[src/rtl/rr_arb_request_frontend_if.sv]
// rtl/rr_arb_request_frontend_if.sv - producer, arbiter and consumer signals of the request frontend
//   push_valid/push_data/push_ready : per-line producer handshake, line i data at [i*DATA_W +: DATA_W]
//   req/grant                       : request vector to the arbiter, one-hot grant back
//   out_valid/out_data/out_src/out_ready : registered downstream handshake tagged with source line
//   grant_err                       : one-cycle pulse after an illegal grant
//   slave modport is the frontend, master modport is the environment around it
interface rr_arb_request_frontend_if #(
    parameter int REQUEST_LINES = 4,
    parameter int DATA_W        = 8
);
    localparam int SRC_W = (REQUEST_LINES > 1) ? $clog2(REQUEST_LINES) : 1;

    logic [REQUEST_LINES-1:0]        push_valid;
    logic [REQUEST_LINES*DATA_W-1:0] push_data;
    logic [REQUEST_LINES-1:0]        push_ready;
    logic [REQUEST_LINES-1:0]        req;
    logic [REQUEST_LINES-1:0]        grant;
    logic                            out_valid;
    logic [DATA_W-1:0]               out_data;
    logic [SRC_W-1:0]                out_src;
    logic                            out_ready;
    logic                            grant_err;

    modport slave (
        input  push_valid, push_data, grant, out_ready,
        output push_ready, req, out_valid, out_data, out_src, grant_err
    );

    modport master (
        output push_valid, push_data, grant, out_ready,
        input  push_ready, req, out_valid, out_data, out_src, grant_err
    );
endinterface

[src/rtl/rr_arb_request_frontend.sv]
// rtl/rr_arb_request_frontend.sv - per-line FIFOs feeding a round-robin arbiter, one registered output
//   clk : clock
//   rst : asynchronous active-low reset
//   bus : rr_arb_request_frontend_if.slave (push ports, req/grant, output handshake, grant_err)
module rr_arb_request_frontend #(
    parameter int REQUEST_LINES = 4,
    parameter int DATA_W        = 8,
    parameter int DEPTH         = 4
) (
    input  logic                     clk,
    input  logic                     rst,
    rr_arb_request_frontend_if.slave bus
);
    localparam int SRC_W = (REQUEST_LINES > 1) ? $clog2(REQUEST_LINES) : 1;
    localparam int PTR_W = $clog2(DEPTH);
    localparam int CNT_W = PTR_W + 1;
    localparam logic [CNT_W-1:0]         FULL    = CNT_W'(DEPTH);
    localparam logic [REQUEST_LINES-1:0] ONE_REQ = {{(REQUEST_LINES-1){1'b0}}, 1'b1};

    logic [DATA_W-1:0] mem    [REQUEST_LINES][DEPTH];
    logic [CNT_W-1:0]  count  [REQUEST_LINES];
    logic [PTR_W-1:0]  rd_ptr [REQUEST_LINES];
    logic [PTR_W-1:0]  wr_ptr [REQUEST_LINES];

    logic              out_valid_q;
    logic [DATA_W-1:0] out_data_q;
    logic [SRC_W-1:0]  out_src_q;
    logic              grant_err_q;

    logic                     out_free;
    logic [REQUEST_LINES-1:0] req_c;
    logic [REQUEST_LINES-1:0] push_ready_c;
    logic [REQUEST_LINES-1:0] push_en;
    logic [REQUEST_LINES-1:0] pop_en;
    logic                     grant_onehot;
    logic                     grant_legal;
    logic                     grant_illegal;
    logic [SRC_W-1:0]         grant_idx;
    logic [DATA_W-1:0]        grant_data;

    // req and push_ready depend only on registered counts (plus out_ready for req),
    // so the arbiter's combinational grant never loops back into them.
    always_comb begin
        out_free     = ~out_valid_q | bus.out_ready;
        req_c        = '0;
        push_ready_c = '0;
        for (int i = 0; i < REQUEST_LINES; i++) begin
            push_ready_c[i] = (count[i] != FULL);
            req_c[i]        = (count[i] != '0) & out_free;
        end
    end

    // Clearing the lowest set bit leaves zero only for a single-bit vector.
    assign grant_onehot  = (bus.grant != '0) && ((bus.grant & (bus.grant - ONE_REQ)) == '0);
    assign grant_legal   = grant_onehot && ((bus.grant & req_c) != '0);
    assign grant_illegal = (bus.grant != '0) && !grant_legal;

    assign push_en = bus.push_valid & push_ready_c;
    assign pop_en  = grant_legal ? bus.grant : '0;

    // OR-reduction encoder/mux: exact for a one-hot grant, and only used when the grant is legal.
    always_comb begin
        grant_idx  = '0;
        grant_data = '0;
        for (int i = 0; i < REQUEST_LINES; i++) begin
            if (bus.grant[i]) begin
                grant_idx  = grant_idx | SRC_W'(i);
                grant_data = grant_data | mem[i][rd_ptr[i]];
            end
        end
    end

    // FIFO storage carries no reset; validity comes from the counts.
    always_ff @(posedge clk) begin
        for (int i = 0; i < REQUEST_LINES; i++) begin
            if (push_en[i]) begin
                mem[i][wr_ptr[i]] <= bus.push_data[i*DATA_W +: DATA_W];
            end
        end
    end

    always_ff @(posedge clk or negedge rst) begin
        if (!rst) begin
            for (int i = 0; i < REQUEST_LINES; i++) begin
                count[i]  <= '0;
                rd_ptr[i] <= '0;
                wr_ptr[i] <= '0;
            end
        end else begin
            for (int i = 0; i < REQUEST_LINES; i++) begin
                if (push_en[i]) begin
                    wr_ptr[i] <= wr_ptr[i] + PTR_W'(1);
                end
                if (pop_en[i]) begin
                    rd_ptr[i] <= rd_ptr[i] + PTR_W'(1);
                end
                // Push and pop together leave the count unchanged.
                case ({push_en[i], pop_en[i]})
                    2'b10:   count[i] <= count[i] + CNT_W'(1);
                    2'b01:   count[i] <= count[i] - CNT_W'(1);
                    default: count[i] <= count[i];
                endcase
            end
        end
    end

    always_ff @(posedge clk or negedge rst) begin
        if (!rst) begin
            out_valid_q <= 1'b0;
            out_data_q  <= '0;
            out_src_q   <= '0;
            grant_err_q <= 1'b0;
        end else begin
            grant_err_q <= grant_illegal;
            if (grant_legal) begin
                out_valid_q <= 1'b1;
                out_data_q  <= grant_data;
                out_src_q   <= grant_idx;
            end else if (out_valid_q && bus.out_ready) begin
                out_valid_q <= 1'b0;
            end
        end
    end

    assign bus.push_ready = push_ready_c;
    assign bus.req        = req_c;
    assign bus.out_valid  = out_valid_q;
    assign bus.out_data   = out_data_q;
    assign bus.out_src    = out_src_q;
    assign bus.grant_err  = grant_err_q;
endmodule

[src/flat_wrapper.sv]
// flat-port wrapper written by rule: the top's interface ports become plain ports
module rr_arb_request_frontend_flat 
#(
    parameter int REQUEST_LINES = 4,
    parameter int DATA_W        = 8,
    parameter int DEPTH         = 4
)
  (clk, rst, bus_push_valid, bus_push_data, bus_grant, bus_out_ready, bus_push_ready, bus_req, bus_out_valid, bus_out_data, bus_out_src, bus_grant_err);
  rr_arb_request_frontend_if #(.REQUEST_LINES(REQUEST_LINES), .DATA_W(DATA_W)) bus_i ();
  input  logic clk;
  input  logic rst;
  input wire logic [$bits(bus_i.push_valid)-1:0] bus_push_valid;
  input wire logic [$bits(bus_i.push_data)-1:0] bus_push_data;
  input wire logic [$bits(bus_i.grant)-1:0] bus_grant;
  input wire logic [$bits(bus_i.out_ready)-1:0] bus_out_ready;
  output wire logic [$bits(bus_i.push_ready)-1:0] bus_push_ready;
  output wire logic [$bits(bus_i.req)-1:0] bus_req;
  output wire logic [$bits(bus_i.out_valid)-1:0] bus_out_valid;
  output wire logic [$bits(bus_i.out_data)-1:0] bus_out_data;
  output wire logic [$bits(bus_i.out_src)-1:0] bus_out_src;
  output wire logic [$bits(bus_i.grant_err)-1:0] bus_grant_err;
  assign bus_i.push_valid = bus_push_valid;
  assign bus_i.push_data = bus_push_data;
  assign bus_i.grant = bus_grant;
  assign bus_i.out_ready = bus_out_ready;
  assign bus_push_ready = bus_i.push_ready;
  assign bus_req = bus_i.req;
  assign bus_out_valid = bus_i.out_valid;
  assign bus_out_data = bus_i.out_data;
  assign bus_out_src = bus_i.out_src;
  assign bus_grant_err = bus_i.grant_err;
  rr_arb_request_frontend #(.REQUEST_LINES(REQUEST_LINES), .DATA_W(DATA_W), .DEPTH(DEPTH)) u_core (.clk(clk), .rst(rst), .bus(bus_i));
endmodule
[config.mk]
export PLATFORM = sky130hd
export DESIGN_NAME = rr_arb_request_frontend_flat
export DESIGN_NICKNAME = d
export VERILOG_FILES = /design/src/rtl/rr_arb_request_frontend_if.sv /design/src/rtl/rr_arb_request_frontend.sv /design/src/flat_wrapper.sv
export SDC_FILE = /design/constraint.sdc
export NUM_CORES = 1
export LEC_CHECK = 0
export CORE_UTILIZATION = 40
export DETAILED_ROUTE_END_ITERATION = 8
export GPL_TIMING_DRIVEN = 0
export SLEW_MARGIN = 20
export SYNTH_ARGS = -nofsm -noshare
export SYNTH_HDL_FRONTEND = slang
export SYNTH_SLANG_ARGS = --single-unit
export TNS_END_PERCENT = 1
[constraint.sdc]
create_clock -name clk -period 4.8 [get_ports clk]
set_input_delay 0.96 -clock clk [delete_from_list [all_inputs] [get_ports clk]]
set_output_delay 0.96 -clock clk [all_outputs]
set_load 0.02 [all_outputs]
==> results by group, run 1 <==
Clocking
  • Clk buf depth: 2
  • Post_cts resized: 0
  • H-Tree Depth: 4
  • TritonCTS clock tree: yes
  • Hold-fix buffers, CTS: 0
  • Clk sinks: 168
  • Clock slew at reported path FFs: 0.06 ns
  • CTS Root Cell: clkbuf_16
  • Setup Fix Bufs, Post-CTS: 0
  • Clk_lat worst skew: 0.43 ns
  • CTS buffer count: 17

Yosys
  • Distinct cells, synth: 35
  • Main area contributors after synthesis: edfxtp_1 54%, dfrtp_1 14%, mux2i_1 5.1%
  • Post-synth EDFFs: 128
  • Seq cells post-synth: 168
  • Synthesized net count: 504
  • Ys async rst share: 23.8%
  • Largest area contributor in the netlist: edfxtp_1
  • Dominant synthesized flop cell: edfxtp_1
  • Top-count cell post-synth: edfxtp_1
  • Ys Warns: 0
  • Post-synthesis sequential area ratio: 68.4%
  • Synth top cells by count: 128 x edfxtp_1, 40 x dfrtp_1, 36 x mux2i_1
  • Mean area per synthesized cell: 16.2 µm²
  • Mapped Area: 7080 µm²
  • Yosys top cell area share: 54.3%
  • Post-Syn Instances: 437

Global routing
  • Global-route wire length before repair: 22200 µm
  • Largest net degree at the start of global routing: 33
  • Grt ovf: 0
  • Initial antenna violation count: 0
  • Total GRT Usage: 17.1%
  • Vias in the first global route: 4050

STA
  • Final Cycle Share: 76.3%
  • RSZ-0062 raised after global routing: false
  • Clock Skew: 0.00796 ns
  • Setup TNS: 0 ns
  • Final Max Tran Viols: 0
  • Worst Max-Slew Pin Slew: 0.813 ns
  • Hold WS: 0.395 ns
  • Count of final setup violators: 0
  • Fin. Hold Viols: 0
  • FMAX: 0.273 GHz
  • Post-route setup slack: 1.14 ns
  • Slew HR: 45.8%
  • Post-layout min period: 3.66 ns

Setup path
  • Crit end category: primary output
  • Slowest-stage cell, CP: clkdlybuf4s50_1
  • CP delay by family, top: buffers and inverters
  • Crit path top cell by count: clkdlybuf4s50_1
  • WP data required: 3.84 ns
  • Flop2flop setup slack: 1.94 ns
  • Cell depth of the worst flop-to-flop path: 11
  • Max incr delay on CP: 0.61 ns
  • Critical register-to-register path startpoint: u_core.bus.out_valid$_DFFE_PN0P_
  • Worst Path Buf+Inv: 3
  • Crit start category: primary input
  • Crit. Startpoint: bus_out_ready
  • CP max FO: 6
  • R2r endpoint: u_core.count[5]$_DFFE_PN0P_
  • Arr. time, crit path: 2.70 ns
  • Crit path kind: primary input to primary output
  • CP Cell Sequence: clkdlybuf4s50_1, and2b_1, or2_2, inv_1, clkdlybuf4s50_1

Place
  • Post-DP HPWL: 10100 µm
  • Pre-CTS WS: 0.781 ns
  • Gpl congestion: 0.721
  • Buffers on Ports: 61

Routing
  • First-pass DRT Iterations: 4
  • Average wire per standard cell: 18.8 µm
  • Detailed Route Iter0 Violations: 191
  • DR vias/cell: 5.08
  • Via count: 3842
  • Post-route DRC: 0
  • Routed Antenna Nets: 0
  • Total wire length: 14200 µm

Floorplanning
  • Die Y-Extent: 135 µm
  • Row count: 48
  • Initial core utilization: 41.0%
  • Core footprint: 17300 µm²
  • Die width: 135 µm
  • Top Ports: 63
  • Die area: 18200 µm²

Status
  • Status: complete, no violations

Power and ir drop
  • Leakage: 0.00326 µW
  • Maximum VDD drop: 0.332 mV
  • Power Total: 5140 µW
  • Pwr Density: 598 nW/µm²

Layout
  • Share of layout cells above drive strength 1: 11.7%
  • Antenna diodes: 0
  • P&R area growth vs syn: 21.2%
  • Final #Nets: 585

Flow run
  • Max cap viols: 0

Worst hold path
  • Worst min path class: primary input to asynchronous set/reset pin
-- metrics by stage --
step,cell area [µm²],instances,utilization [%]
global placement,7980,723,46.1
floorplan,7080,437,-
detailed placement,7990,724,46.2
CTS,8580,756,49.6
global route,8580,756,49.6
finish,8580,756,49.6
-- power breakdown --
part	switching, µW	leakage [µW]	total, µW	internal, µW
Sequential	164	0.00163	2140	1970
Combinational	912	0.00133	1620	707
Clock	520	0.000287	1380	861
Total	1600	0.00326	5140	3540
-- cell families (layout without fill, tap and decap cells) --
| kind of cell | count (synthesis) | in the layout | synth area share, % |
|---|---|---|---|
| compound gates | 50 | 50 | 4.50 |
| simple gates | 68 | 68 | 4.95 |
| flops | 168 | 168 | 68.4 |
| mux | 60 | 60 | 11.8 |
| xor+xnor | 25 | 25 | 3.09 |
| buf+inv | 42 | 136 | 2.63 |
| fa+ha+maj | 24 | 24 | 4.66 |
-- final cells by class --
type,count,area [µm²]
multi-input cells,227,2050
repair buffers,62,626
plain buffers,14,81.3
inverters,28,105
flip-flops and latches,168,4840
fillers,1486,8710
well taps,225,282
clock inverters,11,154
clock buffers,21,440
-- cell usage in the layout, fill, tap and decap left out, types with 3 or more instances in the layout --
| cell type | instances |
|---|---|
| dfrtp_1 | 40 |
| bufinv_16 | 4 |
| inv_1 | 28 |
| edfxtp_1 | 128 |
| nand2_1 | 19 |
| buf_1 | 3 |
| fa_1 | 4 |
| o21ai_0 | 6 |
| clkinv_1 | 3 |
| clkbuf_16 | 17 |
| xor2_1 | 15 |
| clkinv_2 | 3 |
| clkdlybuf4s50_1 | 60 |
| ha_1 | 20 |
| nor2_1 | 10 |
| o22ai_1 | 16 |
| mux4_2 | 16 |
| nand3_1 | 7 |
| mux2_4 | 6 |
| xnor2_1 | 10 |
| and3_1 | 16 |
| clkbuf_1 | 9 |
| a21oi_1 | 24 |
| buf_2 | 5 |
| nor3_1 | 4 |
| and2_1 | 4 |
| mux2i_1 | 36 |
-- worst max-delay path by stage --
| stage | end | cells after the start | slack [ns] |
|---|---|---|---|
| final | bus_req[0] | 5 | 1.14 |
| after global routing | bus_req[0] | 5 | 1.05 |
| after CTS | bus_req[0] | 5 | 1.10 |
| after detailed placement | u_core.count[5]$_DFFE_PN0P_ | 11 | 0.78 |
| after global placement | u_core.count[5]$_DFFE_PN0P_ | 11 | 0.85 |
| after floorplan | u_core.count[5]$_DFFE_PN0P_ | 11 | 1.58 |
-- flip-flops by register name, summed over array words and instances, names as in the netlist --
register / count
u_core.bus.grant_err: 1
u_core.bus.out_data: 8
u_core.bus.out_src: 2
u_core.bus.out_valid: 1
u_core.count: 12
u_core.mem: 128
u_core.rd_ptr: 8
u_core.wr_ptr: 8
-- layer usage --
layer / global-route usage, % / share of wire [%] / routed length (µm)
met1: 22.1 / 43 / 6060
met2: 27.9 / 51 / 7210
met3: 4.35 / 5.1 / 730
met4: 5.81 / 1.3 / 182
met5: 0 / 0 / 0
Power figures use the tool's default switching activity.
==> inputs of run 2 (changes only) <==
==> constraint.sdc (replaced) <==
create_clock -name clk -period 3.57 [get_ports clk]
set_input_delay 0.714 -clock clk [delete_from_list [all_inputs] [get_ports clk]]
set_output_delay 0.714 -clock clk [all_outputs]
set_load 0.02 [all_outputs]
==> results of run 2 <==
Same layout as run 1 (identical final DEF). Status: complete, no violations.
Among the figures that moved: setup slack after placement 0.781 ns -> -0.203 ns; setup slack after layout 1.14 ns -> 0.267 ns; hold slack 0.395 ns -> 0.149 ns; start point of the critical path bus_out_ready -> bus_grant[3]; end point of the critical path bus_req[0] -> u_core.count[5]$_DFFE_PN0P_; register-to-register setup slack 1.94 ns -> 0.71 ns; total power 5140 µW -> 6910 µW; worst IR drop on VDD 0.332 mV -> 0.447 mV
